`src/rtl/regwrite_arbiter.sv`:
```
// Round-robin arbiter for the single register-file write port; masks zero-register writes, counts commits.
// Latency: request sampled at edge E gives ack/writeEnable/writeAddr/writeData registered after E.
// Backpressure: requesters hold req until ack; an acked requester is masked for one cycle.
module regwrite_arbiter #(
    parameter int NUM_REQ    = 4,
    parameter int DATA_WIDTH = 64,
    parameter int ADDR_WIDTH = 5
) (
    input  logic                             clk,
    input  logic                             reset,
    input  logic [NUM_REQ-1:0]               req,
    input  logic [NUM_REQ*ADDR_WIDTH-1:0]    reqAddr,
    input  logic [NUM_REQ*DATA_WIDTH-1:0]    reqData,
    output logic [NUM_REQ-1:0]               ack,
    output logic                             writeEnable,
    output logic [ADDR_WIDTH-1:0]            writeAddr,
    output logic [DATA_WIDTH-1:0]            writeData,
    output logic [15:0]                      writeCount
);

    localparam int PW = (NUM_REQ > 1) ? $clog2(NUM_REQ) : 1;
    localparam logic [ADDR_WIDTH-1:0] ZERO_REG = '1;

    logic [PW-1:0]         ptr;
    logic [PW-1:0]         ptr_nxt;
    logic [NUM_REQ-1:0]    eligible;
    logic                  grant_vld;
    logic [PW-1:0]         grant_idx;
    logic [NUM_REQ-1:0]    grant_oh;
    logic [ADDR_WIDTH-1:0] grant_addr;
    logic [DATA_WIDTH-1:0] grant_data;
    logic                  write_nxt;

    logic [ADDR_WIDTH-1:0] addr_arr [NUM_REQ];
    logic [DATA_WIDTH-1:0] data_arr [NUM_REQ];

    for (genvar i = 0; i < NUM_REQ; i++) begin : g_unpack
        assign addr_arr[i] = reqAddr[i*ADDR_WIDTH +: ADDR_WIDTH];
        assign data_arr[i] = reqData[i*DATA_WIDTH +: DATA_WIDTH];
    end

    // A requester acked this cycle still shows req high; masking it prevents a double grant.
    assign eligible = req & ~ack;

    // Scan from the far end backwards so the last hit is the first index at or after ptr.
    always_comb begin
        logic [PW-1:0] cand;
        cand      = '0;
        grant_vld = 1'b0;
        grant_idx = '0;
        for (int k = NUM_REQ - 1; k >= 0; k--) begin
            cand = PW'((int'(ptr) + k) % NUM_REQ);
            if (eligible[cand]) begin
                grant_vld = 1'b1;
                grant_idx = cand;
            end
        end
    end

    always_comb begin
        grant_oh   = grant_vld ? (NUM_REQ'(1) << grant_idx) : '0;
        grant_addr = addr_arr[grant_idx];
        grant_data = data_arr[grant_idx];
        write_nxt  = grant_vld && (grant_addr != ZERO_REG);
        ptr_nxt    = (grant_idx == PW'(NUM_REQ - 1)) ? '0 : grant_idx + PW'(1);
    end

    always_ff @(posedge clk or negedge reset) begin
        if (!reset) begin
            ptr         <= '0;
            ack         <= '0;
            writeEnable <= 1'b0;
            writeAddr   <= '0;
            writeData   <= '0;
            writeCount  <= '0;
        end else begin
            ack         <= grant_oh;
            writeEnable <= write_nxt;
            if (grant_vld) begin
                writeAddr <= grant_addr;
                writeData <= grant_data;
                ptr       <= ptr_nxt;
            end
            if (write_nxt && (writeCount != 16'hFFFF)) begin
                writeCount <= writeCount + 16'd1;
            end
        end
    end

endmodule

```
`config.mk`:
```
export PLATFORM = sky130hd
export DESIGN_NAME = regwrite_arbiter
export DESIGN_NICKNAME = d
export VERILOG_FILES = /design/src/rtl/regwrite_arbiter.sv
export SDC_FILE = /design/constraint.sdc
export NUM_CORES = 1
export LEC_CHECK = 0
export CAP_MARGIN = 15
export CORE_AREA = 2 2 143 145
export CTS_CLUSTER_DIAMETER = 30
export DETAILED_ROUTE_END_ITERATION = 12
export DIE_AREA = 0 0 145 147
export GPL_TIMING_DRIVEN = 0
export PLACE_DENSITY = 0.7
export SLEW_MARGIN = 20
export SYNTH_ARGS = -nofsm -noshare
export SYNTH_HDL_FRONTEND = slang
export SYNTH_SLANG_ARGS = --single-unit
export TNS_END_PERCENT = 50
```
`constraint.sdc`:
```
create_clock -name clk -period 2.35 [get_ports clk]
set_input_delay 0.47 -clock clk [delete_from_list [all_inputs] [get_ports clk]]
set_output_delay 0.47 -clock clk [all_outputs]
set_load 0.01 [all_outputs]
```
# == Word level (Yosys, flattened, before mapping) ==
# Cells that the tools add are included.
# classes
muxes,24
bitwise_logic,3
n_addsub,5
magnitude_cmp,5
reduce_logical,2
n_eq_ne,3
n_shift,1
# op_table
cell,count
$bmux 64 s2,1
$mux 64,2
$add 16x1->16 const B,1
$ne 16x16->1 const B,1
$lt 2x3->1 const B,4
$bmux 5 s2,1
$mux 2,5
$mux 5,2
$bmux 1 s2,4
$mux 1,8
$ne 5x5->1 const B,1
$add 2x1->2 const B,2
$add 2x2->2 const B,2
$and 4x4->4,1
$mux 4,1
$not 4->4,1
$shl 1x2->4 const A,1
$ge 3x3->1 const B,1
$not 2->3,1
$eq 2x2->1 const B,1
$logic_and 1x1->1,2
# word_totals
out_inout_bits,90
reg_bits,92

# == Longest topological paths before layout ==
# Gate-level depths: netlist of the first run.
# depth
word_depth,15
depth_mapped,11

# == Least setup slack after synthesis of the first run ==
# OpenSTA, ideal clock, no wires.
# synth_timing
path_kind,flip-flop to flip-flop
startpoint,register ack[0]
endpoint,register writeCount[12]
required_ps,2225
setup_ps,125
stages_incl_launch_ff,9
arrival_time_ps,2206
path_buffers,0
period_less_slack_ps,2331
setup_slack_ps,19
cell_sequence,dfrtp_1 nand2b_1 o311a_4 inv_4 nand2_1 a32o_2 nor4_4 nor3_1 mux2_4
# synth_between
elab_chain_cells,15
word_cells_on_any_way,25
# synth_rtl
element,line,rtl
"start, declared",14,"output logic [NUM_REQ-1:0] ack,"
"start signal, assigned",77,ack <= grant_oh;
$not 4->4 *,43,assign eligible = req & ~ack;
$and 4x4->4 *,43,
$bmux 1 s2,53,if (eligible[cand]) begin
$mux 1 (implied by the code),53,
$mux 2 (4 in a row),53,
$not 2->3 (implied by the code),62,grant_addr = addr_arr[grant_idx];
$bmux 5 s2,62,
$mux 5 (implied by the code) (2 in a row),62,
$ne 5x5->1,64,write_nxt = grant_vld && (grant_addr != ZERO_REG);
$logic_and 1x1->1 *,64,
$logic_and 1x1->1 *,84,if (write_nxt && (writeCount != 16'hFFFF)) begin
"end signal, assigned",85,writeCount <= writeCount + 16'd1;
"end, declared",18,output logic [15:0] writeCount
# Mark *: on every way between the ends. The rest lies on a longest branch, timed or not. The select of a mux whose other input is x is not followed.
# A chain may end at the register's enable or synchronous reset.

# == Worst setup path after layout of the first run ==
# layout_timing
startpoint,register ptr[1]
endpoint,register writeCount[7]
# layout_between
elab_chain_cells,14
word_cells_on_any_way,26
# layout_rtl
element,line,rtl
"start, declared",24,logic [PW-1:0] ptr;
"start signal, assigned",82,ptr <= ptr_nxt;
$add 2x2->2,52,cand = PW'((int'(ptr) + k) % NUM_REQ);
$bmux 1 s2,53,
$mux 1 (implied by the code),53,
$mux 2 (4 in a row),53,
$not 2->3 (implied by the code),62,
$bmux 5 s2,62,
$mux 5 (implied by the code) (2 in a row),62,
$ne 5x5->1,64,
$logic_and 1x1->1 *,64,
$logic_and 1x1->1 *,84,
# Marks and branches as above.

==> out/summary.json, run 1 <==
{
  "clock_tree": {
    "cts.htree.levels": 3,
    "clock_sink_count": 92,
    "cts_tree": "done",
    "cts.root.buffer_cell": "sky130_fd_sc_hd__clkbuf_16",
    "cts.reportedPaths.clkPinSlew_ns": 0.07,
    "tritoncts.num_buffers": 9,
    "clock_latency_ns": 0.35,
    "clock_path_buffers": 2
  },
  "placed_design": {
    "dp.final_hpwl_um": 20700,
    "pre_cts_slack_ns": -1.39,
    "dp_area_sq_mm": 0.00996,
    "place.port_buffers": 371,
    "place_congestion": 0.901
  },
  "detailed_routing": {
    "drc": 0,
    "count_of_vias_placed_by_the_detailed_router": 7469,
    "totalWireLength_um": 27600,
    "drt_first_pass_iters": 6,
    "drt-initial-drc-count": 378,
    "detail-route-antenna-nets": 0,
    "routedWlPerCell_um": 17.8,
    "via_per_inst": 4.83
  },
  "synthesis": {
    "synth_area_sq_mm": 0.00588,
    "synth_edf_count": 0,
    "synth_sequential_area_ratio": 0.391,
    "asyncSetResetFlopFracSynth": 1.00,
    "count_of_state_elements_after_synthesis": 92,
    "syn-mean-instance-area_sq_um": 6.79,
    "synth_flop_cell": "sky130_fd_sc_hd__dfrtp_1",
    "yosys.area.top_type": "sky130_fd_sc_hd__dfrtp_1",
    "synth_top_cells_by_count": "sky130_fd_sc_hd__nand2_1, sky130_fd_sc_hd__o21ai_0, sky130_fd_sc_hd__dfrtp_1",
    "post-synth-top-area-fraction": 0.391,
    "post_synth_main_area_contributors": "sky130_fd_sc_hd__dfrtp_1, sky130_fd_sc_hd__nand2_1, sky130_fd_sc_hd__o21ai_0",
    "postSynthCellCount": 866,
    "synth_nets": 1153,
    "synth_warn": 0,
    "synth.most_common_cell": "sky130_fd_sc_hd__nand2_1",
    "netlist-cell-type-count": 39
  },
  "sta": {
    "fin_worst_skew_ns": 0.00630,
    "maxSlewViolCount": 0,
    "worst_slew_margin_rel": 0.660,
    "max_freq_mhz": 396,
    "timing_hold_violations_final": 0,
    "post-route-min-period_ns": 2.52,
    "rsz_0062_raised_after_global_routing": "true",
    "final_hold_slack_ns": 0.0282,
    "worst_pin_slew_ns": 0.509,
    "timing.final.ws_setup_ns": -0.175,
    "finalSetupViolCount": 16,
    "final.period_utilization": 1.07
  },
  "power_and_ir_drop": {
    "vdd_drop_max_uv": 452,
    "powerDensity_mw_per_mm2": 1190,
    "reported_leakage_power_uw": 0.00474,
    "post-layout-total-power_uw": 13000
  },
  "die": {
    "chipHeight_um": 147,
    "coreArea_sq_mm": 0.0198,
    "dieWidth_um": 145,
    "pin_count": 372,
    "placement_rows": 52,
    "initial_core_util": 0.296,
    "overall_die_area_sq_mm": 0.0213
  },
  "status": {
    "failed_checks": "negative setup slack",
    "status": "finished with violations"
  },
  "setup_path": {
    "timing.critical_path.to_type": "register",
    "setup.worst_path.class": "reg2reg",
    "crit_fanout": 6,
    "worst-endpoint-required_ns": 2.62,
    "crit_path_start_kind": "register",
    "critPathArrivalTime_ns": 2.79
  },
  "global_routing": {
    "grt.total_usage": 0.250,
    "grt_max_degree": 53,
    "grt_first_pass_wirelength_um": 41500,
    "antenna_violations_before_repair": 1,
    "number_of_global_route_vias_before_repair": 7411,
    "grt_overflow": 0
  },
  "finish": {
    "antenna-diode-count": 0,
    "syn2layout_area_growth_pct": 85.6,
    "nets": 1559,
    "final_util": 0.550,
    "layout-drive-gt1-share": 0.107,
    "finalInstanceArea_sq_mm": 0.0109
  },
  "run": {
    "maxCapViolations": 0
  },
  "worst_hold_path": {
    "worstHoldPathType": "in2async"
  }
}
==> final cells by class <==
type                       instances  area, sq um
fill                            1881         8930
timing repair buffer             397         4000
multi-input combinational        707         3520
sequential                        92         2300
buffer                            62          439
tap                              270          338
clock buffer                      12          267
clock inverter                     4         31.3
inverter                           3         16.3
==> metrics by stage <==
stage / instances / TNS, ns
detailed placement: 1508 / -97.74
CTS: 1538 / -0.697
global placement: 1507 / -349.70
finish: 1547 / -1.50
floorplan: 866 / 0
global route: 1547 / -3.14
==> worst max-delay path, stage by stage, from the launching register on <==
cell	delay, ns
sky130_fd_sc_hd__dfrtp_2	0.44
sky130_fd_sc_hd__buf_4	0.14
sky130_fd_sc_hd__o311a_4	0.40
sky130_fd_sc_hd__buf_12	0.16
sky130_fd_sc_hd__a31oi_2	0.25
sky130_fd_sc_hd__o2bb2ai_4	0.16
sky130_fd_sc_hd__nor4_4	0.07
sky130_fd_sc_hd__buf_6	0.15
sky130_fd_sc_hd__buf_12	0.15
sky130_fd_sc_hd__nor4_2	0.32
sky130_fd_sc_hd__xor2_1	0.20
==> logic make-up after synthesis <==
| group | Yosys count | synth area share |
|---|---|---|
| buffers and inverters | 67 | 0.0474 |
| xor gates and xnor gates | 14 | 0.0208 |
| AOI/OAI and AO/OA | 150 | 0.138 |
| and+or+nand+nor | 536 | 0.386 |
| adders and majority gates | 5 | 0.0106 |
| muxes | 2 | 0.00511 |
| DFF | 92 | 0.391 |
==> layout by cell type (no fill, tap or decap), drive strengths merged <==
cell,n
dlygate4sd2,4
xor2,14
nand4,7
inv,4
nand2,420
mux2,2
or2,1
ha,5
and3,3
dfrtp,92
nand3,72
nor2,5
nor4,7
a21oi,3
o2bb2ai,1
and4,2
o311a,1
nand2b,4
clkbuf,42
and3b,1
nor3,9
a31oi,1
o22a,1
clkdlybuf4s50,366
o21a,1
a32o,3
and2,4
o21ai,138
o2111ai,1
nor3b,1
buf,59
clkinv,3
==> power by group <==
| group | leakage (uW) | switching [uW] | total [uW] | internal, uW |
|---|---|---|---|---|
| clock network | 0.000149 | 668 | 1480 | 812 |
| registers | 0.00110 | 492 | 2860 | 2370 |
| logic | 0.00349 | 4660 | 8660 | 4000 |
| total | 0.00474 | 5820 | 13000 | 7180 |
==> metal layers <==
| metal | GRT usage | wire [um] | vias to the layer above |
|---|---|---|---|
| li1 | - | - | 3658 |
| met1 | 0.304 | 11200 | 3439 |
| met2 | 0.437 | 13700 | 315 |
| met3 | 0.0550 | 1720 | 55 |
| met4 | 0.0901 | 945 | 2 |
| met5 | 0 | 11 | - |
==> what timing repair did <==
item / in CTS / in global routing
pin swaps: 9 / 11
hold buffers: 0 / 0
buffers inserted: 14 / 10
cloned: 1 / 0
gates resized for setup: 67 / 135
setup endpoints to repair: 92 / 84
==> state kept, by name, indices dropped and copies added (netlist names) <==
signal and count:
writeAddr 5, writeData 64, ack 4, writeCount 16
ptr 2, writeEnable 1
==> final timing paths <==
path	from	end	slack, ns	cells after the start
hold reg to reg	writeData[22]$_DFFE_PN0P_	writeData[22]$_DFFE_PN0P_	0.48	2
max in group asynchronous	reset	ptr[1]$_DFFE_PN0P_	1.68	2
setup / recovery	ptr[1]$_DFFE_PN0P_	writeCount[7]$_DFFE_PN0P_	-0.17	10
min in group clk	writeData[22]$_DFFE_PN0P_	writeData[22]$_DFFE_PN0P_	0.48	2
hold / removal	reset	writeData[53]$_DFFE_PN0P_	0.03	1
setup reg to reg	ptr[1]$_DFFE_PN0P_	writeCount[7]$_DFFE_PN0P_	-0.17	10
No activity file was read; power rests on OpenSTA's default activity.
==> inputs of run 2 (changes only) <==
--- a/config.mk
+++ b/config.mk
@@ -12,6 +12,7 @@
 export DIE_AREA = 0 0 145 147
 export GPL_TIMING_DRIVEN = 0
 export PLACE_DENSITY = 0.7
+export REMOVE_ABC_BUFFERS = 1
 export SLEW_MARGIN = 20
 export SYNTH_ARGS = -nofsm -noshare
 export SYNTH_HDL_FRONTEND = slang
==> constraint.sdc (replaced) <==
create_clock -name clk -period 2.35 [get_ports clk]
set_input_delay 0.47 -clock clk [delete_from_list [all_inputs] [get_ports clk]]
set_output_delay 0.47 -clock clk [all_outputs]
set_load 0.02 [all_outputs]
==> run 2 against run 1 <==
  * The flow still finishes with violations (negative setup slack)
  * Critical path depth grew 4
  * Maximum frequency shrank 3.5%
  * Die area is the same
  * Critical endpoint is now writeCount[1]$_DFFE_PN0P_
  * Largest power group unchanged
  * Highest routed layer unchanged
==> out/summary.json, run 2 (synthesized netlist as in run 1, its figures left out) <==
{
  "clock_tree": {
    "cts.reportedPaths.clkPinSlew": {"value": 0.07, "unit": "ns", "change": "about the same"},
    "cts.htree.levels": {"value": 3, "change": "unchanged"},
    "cts_tree": {"value": "done", "change": "unchanged"},
    "cts.root.buffer_cell": {"value": "sky130_fd_sc_hd__clkbuf_16", "change": "unchanged"},
    "clock_sink_count": {"value": 92, "change": "unchanged"},
    "post_cts_hold_buffer_count": {"value": 0, "change": "unchanged"},
    "tritoncts.num_buffers": {"value": 9, "change": "unchanged"},
    "clock_path_buffers": {"value": 2, "change": "unchanged"},
    "clock_latency": {"value": 0.35, "unit": "ns", "change": "about the same"}
  },
  "sta": {
    "setup_tns_final": {"value": -3.51, "unit": "ns", "change": "was -1.50 ns"},
    "final.period_utilization": {"value": 1.11, "change": "was 1.07"},
    "maxSlewViolCount": {"value": 0, "change": "unchanged"},
    "worst_pin_slew": {"value": 0.796, "unit": "ns", "change": "was 0.509 ns"},
    "timing_hold_violations_final": {"value": 0, "change": "unchanged"},
    "timing.final.ws_setup": {"value": -0.266, "unit": "ns", "change": "was -0.175 ns"},
    "post-route-min-period": {"value": 2.62, "unit": "ns", "change": "was 2.52 ns"},
    "worst_slew_margin_rel": {"value": 0.468, "change": "was 0.660"},
    "finalSetupViolCount": {"value": 17, "change": "was 16"},
    "rsz_0062_raised_after_global_routing": {"value": "true", "change": "unchanged"},
    "max_freq": {"value": 382, "unit": "MHz", "change": "was 396 MHz"},
    "fin_worst_skew": {"value": 0.00681, "unit": "ns", "change": "was 0.00630 ns"}
  },
  "global_routing": {
    "grt_max_degree": {"value": 81, "change": "was 53"},
    "grt.total_usage": {"value": 0.225, "change": "was 0.250"},
    "grt_first_pass_wirelength": {"value": 37800, "unit": "um", "change": "was 41500 um"},
    "grt_overflow": {"value": 0, "change": "unchanged"},
    "antenna_violations_before_repair": {"value": 1, "change": "unchanged"},
    "number_of_global_route_vias_before_repair": {"value": 6915, "change": "was 7411"}
  },
  "setup_path": {
    "crit_path_top_delay_cell": {"value": "sky130_fd_sc_hd__clkdlybuf4s50_1", "change": "was sky130_fd_sc_hd__dfrtp_2"},
    "slowest_delay": {"value": 0.51, "unit": "ns", "change": "was 0.44 ns"},
    "critical_path.startpoint": {"value": "req[3]", "change": "was ptr[1]$_DFFE_PN0P_"},
    "setup.worst_path.class": {"value": "in2reg", "change": "was reg2reg"},
    "worst-endpoint-required": {"value": 2.59, "unit": "ns", "change": "was 2.62 ns"},
    "timing.critical_path.to_type": {"value": "register", "change": "unchanged"},
    "r2r_start": {"value": "ptr[1]$_DFFE_PN0P_", "change": "unchanged"},
    "crit_path_start_kind": {"value": "primary input", "change": "was register"},
    "critical_path_buf_inv_count": {"value": 6, "change": "was 4"},
    "critPathArrivalTime": {"value": 2.85, "unit": "ns", "change": "was 2.79 ns"},
    "crit_fanout": {"value": 6, "change": "unchanged"},
    "timing.critical_path.mode_cell": {"value": "sky130_fd_sc_hd__buf_16", "change": "was sky130_fd_sc_hd__buf_12"},
    "worst_path_dominant_cell_family": {"value": "buffers and inverters", "change": "was compound AO/OA/AOI/OAI gates"},
    "cp_cell_sequence": {"value": "clkdlybuf4s50_1 -> nand2b_4 -> o21ai_2 -> o311a_4 -> buf_16 -> inv_16 -> buf_16 -> buf_8 -> o21ai_4 -> o2bb2ai_4 -> nor4_4 -> buf_6 -> nor3_4 -> mux2_4", "change": "was buf_4 -> o311a_4 -> buf_12 -> a31oi_2 -> o2bb2ai_4 -> nor4_4 -> buf_6 -> buf_12 -> nor4_2 -> xor2_1"}
  },
  "detailed_routing": {
    "drt-initial-drc-count": {"value": 206, "change": "was 378"},
    "totalWireLength": {"value": 24600, "unit": "um", "change": "was 27600 um"},
    "drc": {"value": 0, "change": "unchanged"},
    "route.top_layer_used": {"value": "met5", "change": "unchanged"},
    "routedWlPerCell": {"value": 16.4, "unit": "um", "change": "was 17.8 um"},
    "met2_wirelength": {"value": 12100, "unit": "um", "change": "was 13700 um"},
    "count_of_vias_placed_by_the_detailed_router": {"value": 7083, "change": "was 7469"},
    "via_per_inst": {"value": 4.71, "change": "was 4.83"},
    "detailed_routed_wire_length_on_met3": {"value": 1500, "unit": "um", "change": "was 1720 um"},
    "detail-route-antenna-nets": {"value": 0, "change": "unchanged"},
    "routed_length_on_met1": {"value": 10100, "unit": "um", "change": "was 11200 um"},
    "drt_first_pass_iters": {"value": 4, "change": "was 6"}
  },
  "finish": {
    "layout-drive-gt1-share": {"value": 0.0834, "change": "was 0.107"},
    "instances_no_fill": {"value": 1505, "change": "was 1547"},
    "finalInstanceArea": {"value": 0.0108, "unit": "sq mm", "change": "was 0.0109 sq mm"},
    "layout_common_cells": {"value": "sky130_fd_sc_hd__nand2_1, sky130_fd_sc_hd__clkdlybuf4s50_1, sky130_fd_sc_hd__o21ai_0", "change": "unchanged"},
    "nets": {"value": 1517, "change": "was 1559"},
    "antenna-diode-count": {"value": 0, "change": "unchanged"},
    "final_util": {"value": 0.546, "change": "was 0.550"},
    "biggestRegsByFlops": {"value": "writeData x64, writeCount x16, writeAddr x5", "change": "unchanged"},
    "largest_register_ff_count": {"value": 64, "change": "unchanged"},
    "syn2layout_area_growth": {"value": 84.0, "unit": "%", "change": "was 85.6%"},
    "mostFrequentLayoutCell": {"value": "sky130_fd_sc_hd__nand2_1", "change": "unchanged"},
    "largest_register": {"value": "writeData", "change": "unchanged"}
  },
  "placed_design": {
    "dp.final_hpwl": {"value": 15500, "unit": "um", "change": "was 20700 um"},
    "place.detailed.instances": {"value": 1449, "change": "was 1508"},
    "place.port_buffers": {"value": 371, "change": "unchanged"},
    "dp_area": {"value": 0.00985, "unit": "sq mm", "change": "was 0.00996 sq mm"},
    "place_congestion": {"value": 0.830, "change": "was 0.901"},
    "pre_cts_slack": {"value": -2.25, "unit": "ns", "change": "was -1.39 ns"}
  },
  "status": {
    "status": {"value": "finished with violations", "change": "unchanged"},
    "failed_checks": {"value": "negative setup slack", "change": "unchanged"}
  },
  "die": {
    "placement_rows": {"value": 52, "change": "unchanged"},
    "initial_core_util": {"value": 0.296, "change": "unchanged"},
    "coreArea": {"value": 0.0198, "unit": "sq mm", "change": "unchanged"},
    "overall_die_area": {"value": 0.0213, "unit": "sq mm", "change": "unchanged"},
    "pin_count": {"value": 372, "change": "unchanged"},
    "dieWidth": {"value": 145, "unit": "um", "change": "unchanged"},
    "chipHeight": {"value": 147, "unit": "um", "change": "unchanged"}
  },
  "worst_hold_path": {
    "worstHoldPathType": {"value": "in2async", "change": "unchanged"}
  },
  "power_and_ir_drop": {
    "vdd_drop_max": {"value": 618, "unit": "uV", "change": "was 452 uV"},
    "powerDensity": {"value": 1230, "unit": "mW/mm^2", "change": "was 1190 mW/mm^2"},
    "reported_leakage_power": {"value": 0.00468, "unit": "uW", "change": "was 0.00474 uW"}
  },
  "run": {
    "maxCapViolations": {"value": 0, "change": "unchanged"}
  }
}
run 2: cell count changes in the layout (fill, tap and decap cells not counted), sizes merged:
cell,before,now
clkbuf,42,10
clkinvlp,0,2
dlygate4sd2,4,2
o22a,1,3
bufinv,0,1
inv,4,6
buf,59,39
clkdlybuf4s50,366,368
bufbuf,0,3
run 2: per-layer routing:
layer | GRT usage | vias to the layer above
li1 | - | 3577
met1 | 0.271 | 3184
met2 | 0.391 | 271
met3 | 0.0500 | 49
met4 | 0.0950 | 2
met5 | 0 | -
run 2: layout make-up:
cell class / count / area [sq um]
well taps: 270 / 338
repair buffers: 413 / 4340
clock buffers: 9 / 225
multi-input cells: 709 / 3500
repair inverters: 2 / 17.5
fillers: 1934 / 9020
inverters: 3 / 27.5
flip-flops and latches: 92 / 2300
clock inverters: 7 / 76.3
run 2: final timing paths:
kind / endpoint / slack (ns) / cells after the start
min: writeData[8]$_DFFE_PN0P_ / 0.03 / 1
max in group asynchronous: writeData[6]$_DFFE_PN0P_ / 1.70 / 2
min in group clk: writeData[60]$_DFFE_PN0P_ / 0.48 / 2
min reg2reg: writeData[60]$_DFFE_PN0P_ / 0.48 / 2
max reg2reg: writeCount[1]$_DFFE_PN0P_ / -0.25 / 13
max: writeCount[1]$_DFFE_PN0P_ / -0.27 / 14
run 2: what timing repair did:
item / 4_1_cts / 5_1_grt
endpoints found under the setup margin: 89 / 82
setup buffers: 30 / 2
hold endpoints to repair: 0 / 0
resized for setup: 38 / 18
cloned: 8 / 1
pin swaps: 17 / 9
run 2: power by group:
group	internal (uW)	switching (uW)	leakage (uW)
clock	831	662	0.000142
sequential	2360	459	0.00110
combinational	4030	4950	0.00344
run 2: per-stage QoR:
step | hold slack (ns) | power, uW
floorplan | 0.174 | 6940
global placement | 0.460 | 10100
finish | 0.0283 | 13300
CTS | 0.0329 | 13200
global route | 0.0400 | 14300
detailed placement | 0.416 | 10300
